--- src/rtl/pipe_pkg.sv ---
`default_nettype none
// ============================================================================
// Package     : pipe_pkg
// Description : Shared constants and lane field-slicing helpers for the
//               inter-stage pipeline register.
//               NOP_IR      - instruction word presented by an empty stage.
//               PIPE_FIELD  - slice lane `lane` of width `width` out of a
//                             packed multi-lane vector.
//               PIPE_PC / PIPE_IR - PIPE_FIELD specialised for the PC and IR
//                             buses (expect PC_BITS / IR_BITS in scope).
// Revision    : 1.0 - initial release
// ============================================================================

`ifndef PIPE_PKG_MACROS_SV
`define PIPE_PKG_MACROS_SV
`define PIPE_FIELD(vec, lane, width) vec[(lane)*(width) +: (width)]
`define PIPE_PC(vec, lane) `PIPE_FIELD(vec, lane, PC_BITS)
`define PIPE_IR(vec, lane) `PIPE_FIELD(vec, lane, IR_BITS)
`endif

package pipe_pkg;

    // Instruction word shown on an empty stage (all-zero encoding).
    localparam logic [31:0] NOP_IR = 32'h0000_0000;

endpackage : pipe_pkg

`default_nettype wire

--- src/rtl/pipe_entry_slot.sv ---
`default_nettype none
// ============================================================================
// Module      : pipe_entry_slot
// Description : One pipeline entry register {valid, lane_valid, pc, ir}.
//               clr empties the slot; load writes d_* (d_valid=0 empties it,
//               so an emptied slot always shows pc=0 / ir=NOP_IR).
//               clr has priority over load.
// Ports       : clk, rst_n (async, active-low)
//               clr, load                    - control
//               d_valid, d_lane_valid, d_pc, d_ir - write data
//               valid, lane_valid, pc, ir    - stored entry
// Revision    : 1.0 - initial release
// ============================================================================
module pipe_entry_slot
    import pipe_pkg::*;
#(
    parameter int PC_BITS = 32,
    parameter int IR_BITS = 32,
    parameter int LANES   = 1
) (
    input  logic                       clk,
    input  logic                       rst_n,
    input  logic                       clr,
    input  logic                       load,
    input  logic                       d_valid,
    input  logic [LANES-1:0]           d_lane_valid,
    input  logic [LANES*PC_BITS-1:0]   d_pc,
    input  logic [LANES*IR_BITS-1:0]   d_ir,
    output logic                       valid,
    output logic [LANES-1:0]           lane_valid,
    output logic [LANES*PC_BITS-1:0]   pc,
    output logic [LANES*IR_BITS-1:0]   ir
);

    localparam logic [LANES*IR_BITS-1:0] c_EMPTY_IR = {LANES{IR_BITS'(NOP_IR)}};

    logic                     r_valid;
    logic [LANES-1:0]         r_lane_valid;
    logic [LANES*PC_BITS-1:0] r_pc;
    logic [LANES*IR_BITS-1:0] r_ir;

    always_ff @(posedge clk or negedge rst_n) begin
        if (!rst_n) begin
            r_valid      <= 1'b0;
            r_lane_valid <= '0;
            r_pc         <= '0;
            r_ir         <= c_EMPTY_IR;
        end else if (clr || (load && !d_valid)) begin
            r_valid      <= 1'b0;
            r_lane_valid <= '0;
            r_pc         <= '0;
            r_ir         <= c_EMPTY_IR;
        end else if (load) begin
            r_valid      <= 1'b1;
            r_lane_valid <= d_lane_valid;
            r_pc         <= d_pc;
            r_ir         <= d_ir;
        end
    end

    assign valid      = r_valid;
    assign lane_valid = r_lane_valid;
    assign pc         = r_pc;
    assign ir         = r_ir;

endmodule : pipe_entry_slot

`default_nettype wire

--- src/rtl/pipe_stage_reg.sv ---
`default_nettype none
// ============================================================================
// Module      : pipe_stage_reg
// Description : Inter-stage pipeline register carrying LANES x {PC, IR,
//               lane-valid} with valid/ready handshake, stall hold, flush,
//               bubble dropping and a saturating stall-cycle counter.
//               Build option PIPE_SKID_EN: adds a skid entry so that in_ready
//               comes straight from a flop (no out_ready -> in_ready path).
// Ports       : clk, rst_n (async, active-low)
//               in_valid/in_ready, in_lane_valid, in_pc, in_ir - upstream
//               flush, stall                                   - control
//               out_valid/out_ready, out_lane_valid, out_pc, out_ir - downstream
//               stall_cnt                                      - perf counter
// Revision    : 1.0 - initial release
// ============================================================================
module pipe_stage_reg
    import pipe_pkg::*;
#(
    parameter int PC_BITS        = 32,
    parameter int IR_BITS        = 32,
    parameter int LANES          = 1,
    parameter int STALL_CNT_BITS = 16
) (
    input  logic                        clk,
    input  logic                        rst_n,
    input  logic                        in_valid,
    output logic                        in_ready,
    input  logic [LANES-1:0]            in_lane_valid,
    input  logic [LANES*PC_BITS-1:0]    in_pc,
    input  logic [LANES*IR_BITS-1:0]    in_ir,
    input  logic                        flush,
    input  logic                        stall,
    output logic                        out_valid,
    input  logic                        out_ready,
    output logic [LANES-1:0]            out_lane_valid,
    output logic [LANES*PC_BITS-1:0]    out_pc,
    output logic [LANES*IR_BITS-1:0]    out_ir,
    output logic [STALL_CNT_BITS-1:0]   stall_cnt
);

    // Main slot view
    logic                     w_main_valid;
    logic [LANES-1:0]         w_main_lane_valid;
    logic [LANES*PC_BITS-1:0] w_main_pc;
    logic [LANES*IR_BITS-1:0] w_main_ir;

    // Main slot write port
    logic                     w_main_load;
    logic                     w_main_d_valid;
    logic [LANES-1:0]         w_main_d_lane_valid;
    logic [LANES*PC_BITS-1:0] w_main_d_pc;
    logic [LANES*IR_BITS-1:0] w_main_d_ir;

    logic w_accept;
    logic w_keep;
    logic w_handoff;

    logic [STALL_CNT_BITS-1:0] r_stall_cnt;
    logic                      w_stall_evt;

    assign w_accept  = in_valid & in_ready;
    // An all-lanes-invalid entry is a bubble: consumed but never stored.
    assign w_keep    = w_accept & (|in_lane_valid);
    assign out_valid = w_main_valid & ~stall;
    assign w_handoff = out_valid & out_ready;

`ifdef PIPE_SKID_EN
    logic                     w_skid_valid;
    logic [LANES-1:0]         w_skid_lane_valid;
    logic [LANES*PC_BITS-1:0] w_skid_pc;
    logic [LANES*IR_BITS-1:0] w_skid_ir;
    logic                     w_skid_load;
    logic                     w_main_take;

    // in_ready depends only on stall and a flop: out_ready never reaches it.
    assign in_ready = ~stall & ~w_skid_valid;

    // Main refills whenever it is empty or its entry leaves this cycle.
    assign w_main_take = ~w_main_valid | w_handoff;
    assign w_main_load = ~stall & w_main_take;

    // Skid holds the older entry, so it feeds main before any new input.
    always_comb begin
        w_main_d_valid      = w_keep;
        w_main_d_lane_valid = in_lane_valid;
        w_main_d_pc         = in_pc;
        w_main_d_ir         = in_ir;
        if (w_skid_valid) begin
            w_main_d_valid      = 1'b1;
            w_main_d_lane_valid = w_skid_lane_valid;
            w_main_d_pc         = w_skid_pc;
            w_main_d_ir         = w_skid_ir;
        end
    end

    // Skid is rewritten when its entry moves to main (refilled by any
    // same-cycle accept, else emptied) or when an accept meets a full,
    // non-draining main.
    assign w_skid_load = ~stall & ((w_main_take & w_skid_valid) |
                                   (~w_main_take & w_keep));

    pipe_entry_slot #(
        .PC_BITS (PC_BITS),
        .IR_BITS (IR_BITS),
        .LANES   (LANES)
    ) u_skid (
        .clk          (clk),
        .rst_n        (rst_n),
        .clr          (flush),
        .load         (w_skid_load),
        .d_valid      (w_keep),
        .d_lane_valid (in_lane_valid),
        .d_pc         (in_pc),
        .d_ir         (in_ir),
        .valid        (w_skid_valid),
        .lane_valid   (w_skid_lane_valid),
        .pc           (w_skid_pc),
        .ir           (w_skid_ir)
    );
`else
    // Single slot: accept when empty or when the held entry leaves now.
    assign in_ready = ~stall & (~w_main_valid | out_ready);

    // Load on a new entry (replaces a departing one with no gap) or on a
    // hand-off with nothing arriving (empties the slot).
    assign w_main_load         = ~stall & (w_keep | w_handoff);
    assign w_main_d_valid      = w_keep;
    assign w_main_d_lane_valid = in_lane_valid;
    assign w_main_d_pc         = in_pc;
    assign w_main_d_ir         = in_ir;
`endif

    pipe_entry_slot #(
        .PC_BITS (PC_BITS),
        .IR_BITS (IR_BITS),
        .LANES   (LANES)
    ) u_main (
        .clk          (clk),
        .rst_n        (rst_n),
        .clr          (flush),
        .load         (w_main_load),
        .d_valid      (w_main_d_valid),
        .d_lane_valid (w_main_d_lane_valid),
        .d_pc         (w_main_d_pc),
        .d_ir         (w_main_d_ir),
        .valid        (w_main_valid),
        .lane_valid   (w_main_lane_valid),
        .pc           (w_main_pc),
        .ir           (w_main_ir)
    );

    assign out_lane_valid = w_main_lane_valid;
    assign out_pc         = w_main_pc;
    assign out_ir         = w_main_ir;

    // Counts cycles where the stage is frozen or its entry is back-pressured.
    // Only reset clears it; flush leaves it alone.
    assign w_stall_evt = stall | (w_main_valid & ~out_ready);

    always_ff @(posedge clk or negedge rst_n) begin
        if (!rst_n) begin
            r_stall_cnt <= '0;
        end else if (w_stall_evt && (r_stall_cnt != {STALL_CNT_BITS{1'b1}})) begin
            r_stall_cnt <= r_stall_cnt + 1'b1;
        end
    end

    assign stall_cnt = r_stall_cnt;

endmodule : pipe_stage_reg

`default_nettype wire

--- config.mk ---
export PLATFORM = sky130hd
export DESIGN_NAME = pipe_stage_reg
export DESIGN_NICKNAME = d
export VERILOG_FILES = /design/src/rtl/pipe_pkg.sv /design/src/rtl/pipe_entry_slot.sv /design/src/rtl/pipe_stage_reg.sv
export SDC_FILE = /design/constraint.sdc
export NUM_CORES = 1
export LEC_CHECK = 0
export ABC_AREA = 1
export CAP_MARGIN = 20
export CORE_ASPECT_RATIO = 2
export CORE_MARGIN = 2
export CORE_UTILIZATION = 45
export CTS_BUF_LIST = sky130_fd_sc_hd__clkbuf_4
export CTS_CLUSTER_DIAMETER = 80
export DETAILED_ROUTE_END_ITERATION = 8
export GPL_TIMING_DRIVEN = 0
export PLACE_DENSITY = 0.83
export SLEW_MARGIN = 20
export SYNTH_ARGS = -nofsm -noshare
export SYNTH_HDL_FRONTEND = slang
export SYNTH_SLANG_ARGS = --single-unit
--- constraint.sdc ---
create_clock -name clk -period 1.7 [get_ports clk]
set_input_delay 0.425 -clock clk [delete_from_list [all_inputs] [get_ports clk]]
set_output_delay 0.425 -clock clk [all_outputs]
set_load 0.005 [all_outputs]
# --- Yosys cells after proc, flatten, opt, wreduce, memory -nomap -nowiden ---
# Index checks and enable logic that the tools add are counted.
totals:
  output_inout_bits: 83
  ff_bits: 82
  in_bits: 71
op_classes:
  n_eq_ne: 1
  bitwise: 13
  n_addsub: 1
  n_mux: 8
  n_reduce_logical: 5
op_table:
  columns: ["operator", "count"]
  rows:
  - ["32-bit two-way mux", 4]
  - ["16-bit by 1-bit adder with 16-bit output, second input constant", 1]
  - ["16-bit inequality test, second input constant", 1]
  - ["1-bit bitwise AND", 7]
  - ["1-bit two-way mux", 4]
  - ["1-bit NOT", 3]
  - ["1-bit bitwise OR", 3]
  - ["1-bit logical AND", 2]
  - ["2-bit nonzero test", 1]
  - ["1-bit zero test", 1]
  - ["1-bit logical OR", 1]

# --- Logic depth before layout (Yosys ltp) ---
depth:
  word_depth: 10
  ltp_mapped: 9
  depth_no_buf: 8

# --- Modules after synthesis ---
# From an unflattened synthesis, not the netlist that was laid out.
unflattened:
  hier_cells: 454
  area_unflattened_um2: 3809.9
by_module_without_submodules:
  columns: ["mod", "area_each_um2", "cells_each", "n_inst", "seq_area_each_um2"]
  rows:
  - ["pipe_entry_slot", 2713.9, 294, 1, 1651.6]
  - ["pipe_stage_reg", 1096.1, 160, 1, 400.4]

# --- Least setup slack after synthesis ---
# OpenSTA, ideal clock, no wires.
synth_path:
  kind: "register to register"
  start: "reg r_stall_cnt[0], in the netlist stall_cnt[0]"
  end: "reg r_stall_cnt[10], in the netlist stall_cnt[10]"
  stages_incl_launch_ff: 10
  slack_ps: 158
  t_arrival_ps: 1424
  required_ps: 1583
  synth_period_minus_slack_ps: 1542
  cell_sequence: "dfrtp_1 > ha_1 > inv_2 > nor2_4 > nand2_4 > nor2_4 > nor2_2 > buf_6 > nand2_2 > o21ai_2"
synth_via:
  elab_chain_len: 2
  elab_cells_between_ends: 3
synth_lines:
  columns: ["item", "line_no", "rtl"]
  rows:
  - ["from (decl)", "pipe_stage_reg.sv:58", "logic [STALL_CNT_BITS-1:0] r_stall_cnt;"]
  - ["from (signal assigned)", "pipe_stage_reg.sv:164", "r_stall_cnt <= r_stall_cnt + 1'b1;"]
  - ["branches (longest 2 deep; another with 16-bit by 1-bit adder with 16-bit output)", null, null]
# Parallel ways; which one is timed is not known.
# A chain may end at the register's enable or synchronous reset.

# --- Worst setup path in the final report ---
layout_path:
  start: "in out_ready"
  end: "out in_ready"
layout_via:
  elab_chain_len: 2
layout_lines:
  columns: ["item", "line_no", "rtl"]
  rows:
  - ["from (decl)", "pipe_stage_reg.sv:34", "input logic out_ready,"]
  - ["1-bit bitwise OR", "pipe_stage_reg.sv:122", "assign in_ready = ~stall & (~w_main_valid | out_ready);"]
  - ["1-bit bitwise AND", "pipe_stage_reg.sv:122", null]
  - ["to (decl)", "pipe_stage_reg.sv:27", "output logic in_ready,"]
# No other way between the ends.

==> flow_metrics.py <==
metrics = {
    "power": {
        "power_density_nw_per_um2": 746,
        "leakagePower_nw": 3.15,
        "max-vdd-ir-drop_uv": 461,
    },
    "cts": {
        "cts_buffer_depth": 2,
        "clkLatencyLatePin_ns": 0.44,
        "cts-htree-levels": 3,
        "path_clk_slew_ns": 0.14,
        "cts_sinks": 82,
        "cts_tree": "built",
        "numCtsBuffers": 9,
        "cts_root_buf": "clkbuf_4",
    },
    "setup_path": {
        "worstPathArrival_ns": 1.28,
        "r2r_slack_ns": 0.07,
        "rr_worst_depth": 10,
        "r2r_start": "stall_cnt[0]",
        "cp_max_fo": 3,
        "critPathKind": "primary input to primary output",
        "cp_slowest_cell": "clkdlybuf4s50_1",
        "r2r-end": "stall_cnt[15]",
        "critPathBufInv": 3,
        "critPathMaxStageDelay_ns": 0.46,
        "endpoint_kind": "primary output",
        "worstPathCellList": "clkdlybuf4s50_1, o21bai_4, inv_4, buf_6",
        "cp-start-kind": "primary input",
        "worst-endpoint-required_ns": 1.27,
        "cpLargestDelayFamily": "buffers and inverters",
    },
    "floorplan": {
        "die_y_um": 134,
        "core-area_um2": 8230,
        "dieArea_um2": 9260,
        "die_x_um": 69.1,
        "initial_core_util_pct": 46.3,
        "rows": 47,
        "num_io_pins": 154,
    },
    "route": {
        "drc": 0,
        "antenna_left": 0,
        "wire_per_inst_um": 15.6,
        "drt_wl_total_um": 11600,
        "drt-pass1-iter-count": 5,
        "drt_iter0_drc": 263,
        "vias": 3829,
        "viasPerCell": 5.15,
    },
    "yosys": {
        "netlist_area_um2": 3810,
        "yosysWarnings": 0,
        "syn-num-nets": 514,
        "synth.area.top_cells": "dfrtp_1 54%, nand3_1 9.7%, inv_1 7.5%",
        "ys_seq_area_share_pct": 53.9,
        "postSynthCellCount": 442,
        "synth_top_area_share_pct": 53.9,
        "synth-async-reset-ratio_pct": 100,
        "yosysMostFrequentCell": "dfrtp_1",
        "synth_flop_cell": "dfrtp_1",
        "synth_cell_type_count": 26,
        "avgSynthCellArea_um2": 8.62,
        "synth_top_area_cell": "dfrtp_1",
        "synth_seq_cells": 82,
        "yosys-top-cells-count": "82 x dfrtp_1, 76 x inv_1, 74 x nand3_1, 67 x nand2_1, 51 x o21ai_1",
        "synth-edff-count": 0,
    },
    "run_status": {
        "failed_checks": "setup timing",
        "status": "finished, violations left",
    },
    "hold_path": {
        "hp-class": "primary input to asynchronous set/reset pin",
    },
    "sta": {
        "maxSlewViolCount": 0,
        "skew_ns": 0.0218,
        "fin_ws_ns": -0.00527,
        "whs_ns": 0.475,
        "fmax_mhz": 586,
        "hold_viol": 0,
        "worst_pin_slew_ns": 0.491,
        "relSlewSlack_pct": 67.3,
        "timing.final.crit_share_pct": 100,
        "layout_min_cycle_time_ns": 1.71,
        "report.final.setup_viol": 1,
    },
    "placed_design": {
        "place.gp.congestion": 0.889,
        "portBuffers": 153,
        "preCtsSetupSlack_ns": -0.416,
        "place_hpwl_um": 8270,
        "dp_cells": 694,
        "placed_area_um2": 5490,
    },
    "global_routing": {
        "antenna_found_initial": 1,
        "met3_usage_pct": 4.73,
        "grt.busiest_layer": "met2",
        "grt_overflow": 0,
        "grt_pass1_wl_um": 18100,
        "grt_util_met2_pct": 45.4,
        "track_usage_pct": 25.0,
        "grt_pass1_vias": 3920,
        "grt_max_degree": 47,
        "gr-usage-met1_pct": 24.2,
    },
    "flow_run": {
        "cap_violations": 0,
    },
    "cells_and_area": {
        "drive_above_1_share_pct": 15.2,
        "design_area_um2": 5780,
        "postLayoutCoreUtil_pct": 70.2,
        "layout.cells.non_filler": 744,
        "syn_to_final_growth_pct": 51.7,
        "fin_nets": 712,
    },
}
[worst max path at each step]
stage | from | to | slack (ns) | cells after the start
after floorplan | stall_cnt[0] | stall_cnt[10] | 0.16 | 9
after global placement | rst_n | u_main.pc[26] | -2.62 | 1
after detailed placement | stall | in_ready | -0.42 | 4
after CTS | u_main.valid | in_ready | -0.03 | 4
after global routing | stall_cnt[0] | stall_cnt[11] | -0.008 | 10
final | out_ready | in_ready | -0.005 | 4
[flip-flops by register name, summed over array words and instances, names as in the netlist]
signal / cells
u_main.lane_valid: 1
u_main.ir: 32
u_main.valid: 1
stall_cnt: 16
u_main.pc: 32
[per-layer routing]
| layer | wire length, µm | up-vias | part of all wire [%] |
|---|---|---|---|
| met2 | 6360 | 180 | 55 |
| met4 | 823 | 0 | 7.1 |
| li1 | - | 1808 | - |
| met3 | 587 | 63 | 5.0 |
| met1 | 3870 | 1778 | 33 |
| met5 | 0 | - | 0 |
[layout make-up]
type / instances / area (µm²)
buffer: 23 / 145
multi-input combinational: 259 / 1340
tap: 98 / 123
timing repair buffer: 186 / 1700
clock buffer: 11 / 82.6
inverter: 79 / 299
fill: 666 / 2450
sequential: 82 / 2060
antenna: 1 / 2.50
clock inverter: 5 / 31.3
[cell usage in the layout (no fill, tap or decap), types with 11 or more instances in the layout]
cell and instances:
buf_4 40, o21ai_0 18, clkbuf_4 11, dfrtp_1 78, dlygate4sd2_1 81, nand3_1 74, inv_1 76, nor2_1 15
clkdlybuf4s50_1 69, nand2_1 67, o21ai_1 51
[repair_timing]
action                                  CTS  global route
gates resized for setup                  92             5
hold endpoints to repair                 36             0
pin swaps                                 2             3
gates cloned                              0             2
buffers inserted                         24             6
endpoints found under the setup margin   98            17
hold buffers                              1             0
[through the flow]
step                      total power, mW   TNS, ns
after global placement               3.21   -228.29
after global routing                 4.56   -0.0192
final                                4.31  -0.00527
after detailed placement             3.25    -15.17
after floorplan                      2.64         0
after CTS                            4.29   -0.0263
[report_power, final]
group          switching (mW)  total [mW]  internal [mW]
logic                   0.558        1.13          0.573
clock network           0.672       0.999          0.327
registers              0.0929        2.18           2.09
total                    1.32        4.31           2.99
[worst register-to-register path: stages, from the launching register on]
cell	delay [ns]
dfrtp_2	0.41
buf_4	0.14
ha_4	0.17
inv_2	0.05
nor2_4	0.16
nand2_4	0.12
nor2_4	0.14
nor2_4	0.06
buf_6	0.14
nand2_1	0.09
nand2_1	0.06
[cells by family after synthesis]
logic type,share of synthesized area (%)
simple gates,21.6
buf+inv,11.7
fa+ha+maj,0.328
flops,53.9
xor+xnor,0.920
compound gates,11.6
No activity file was read; power rests on OpenSTA's default activity.
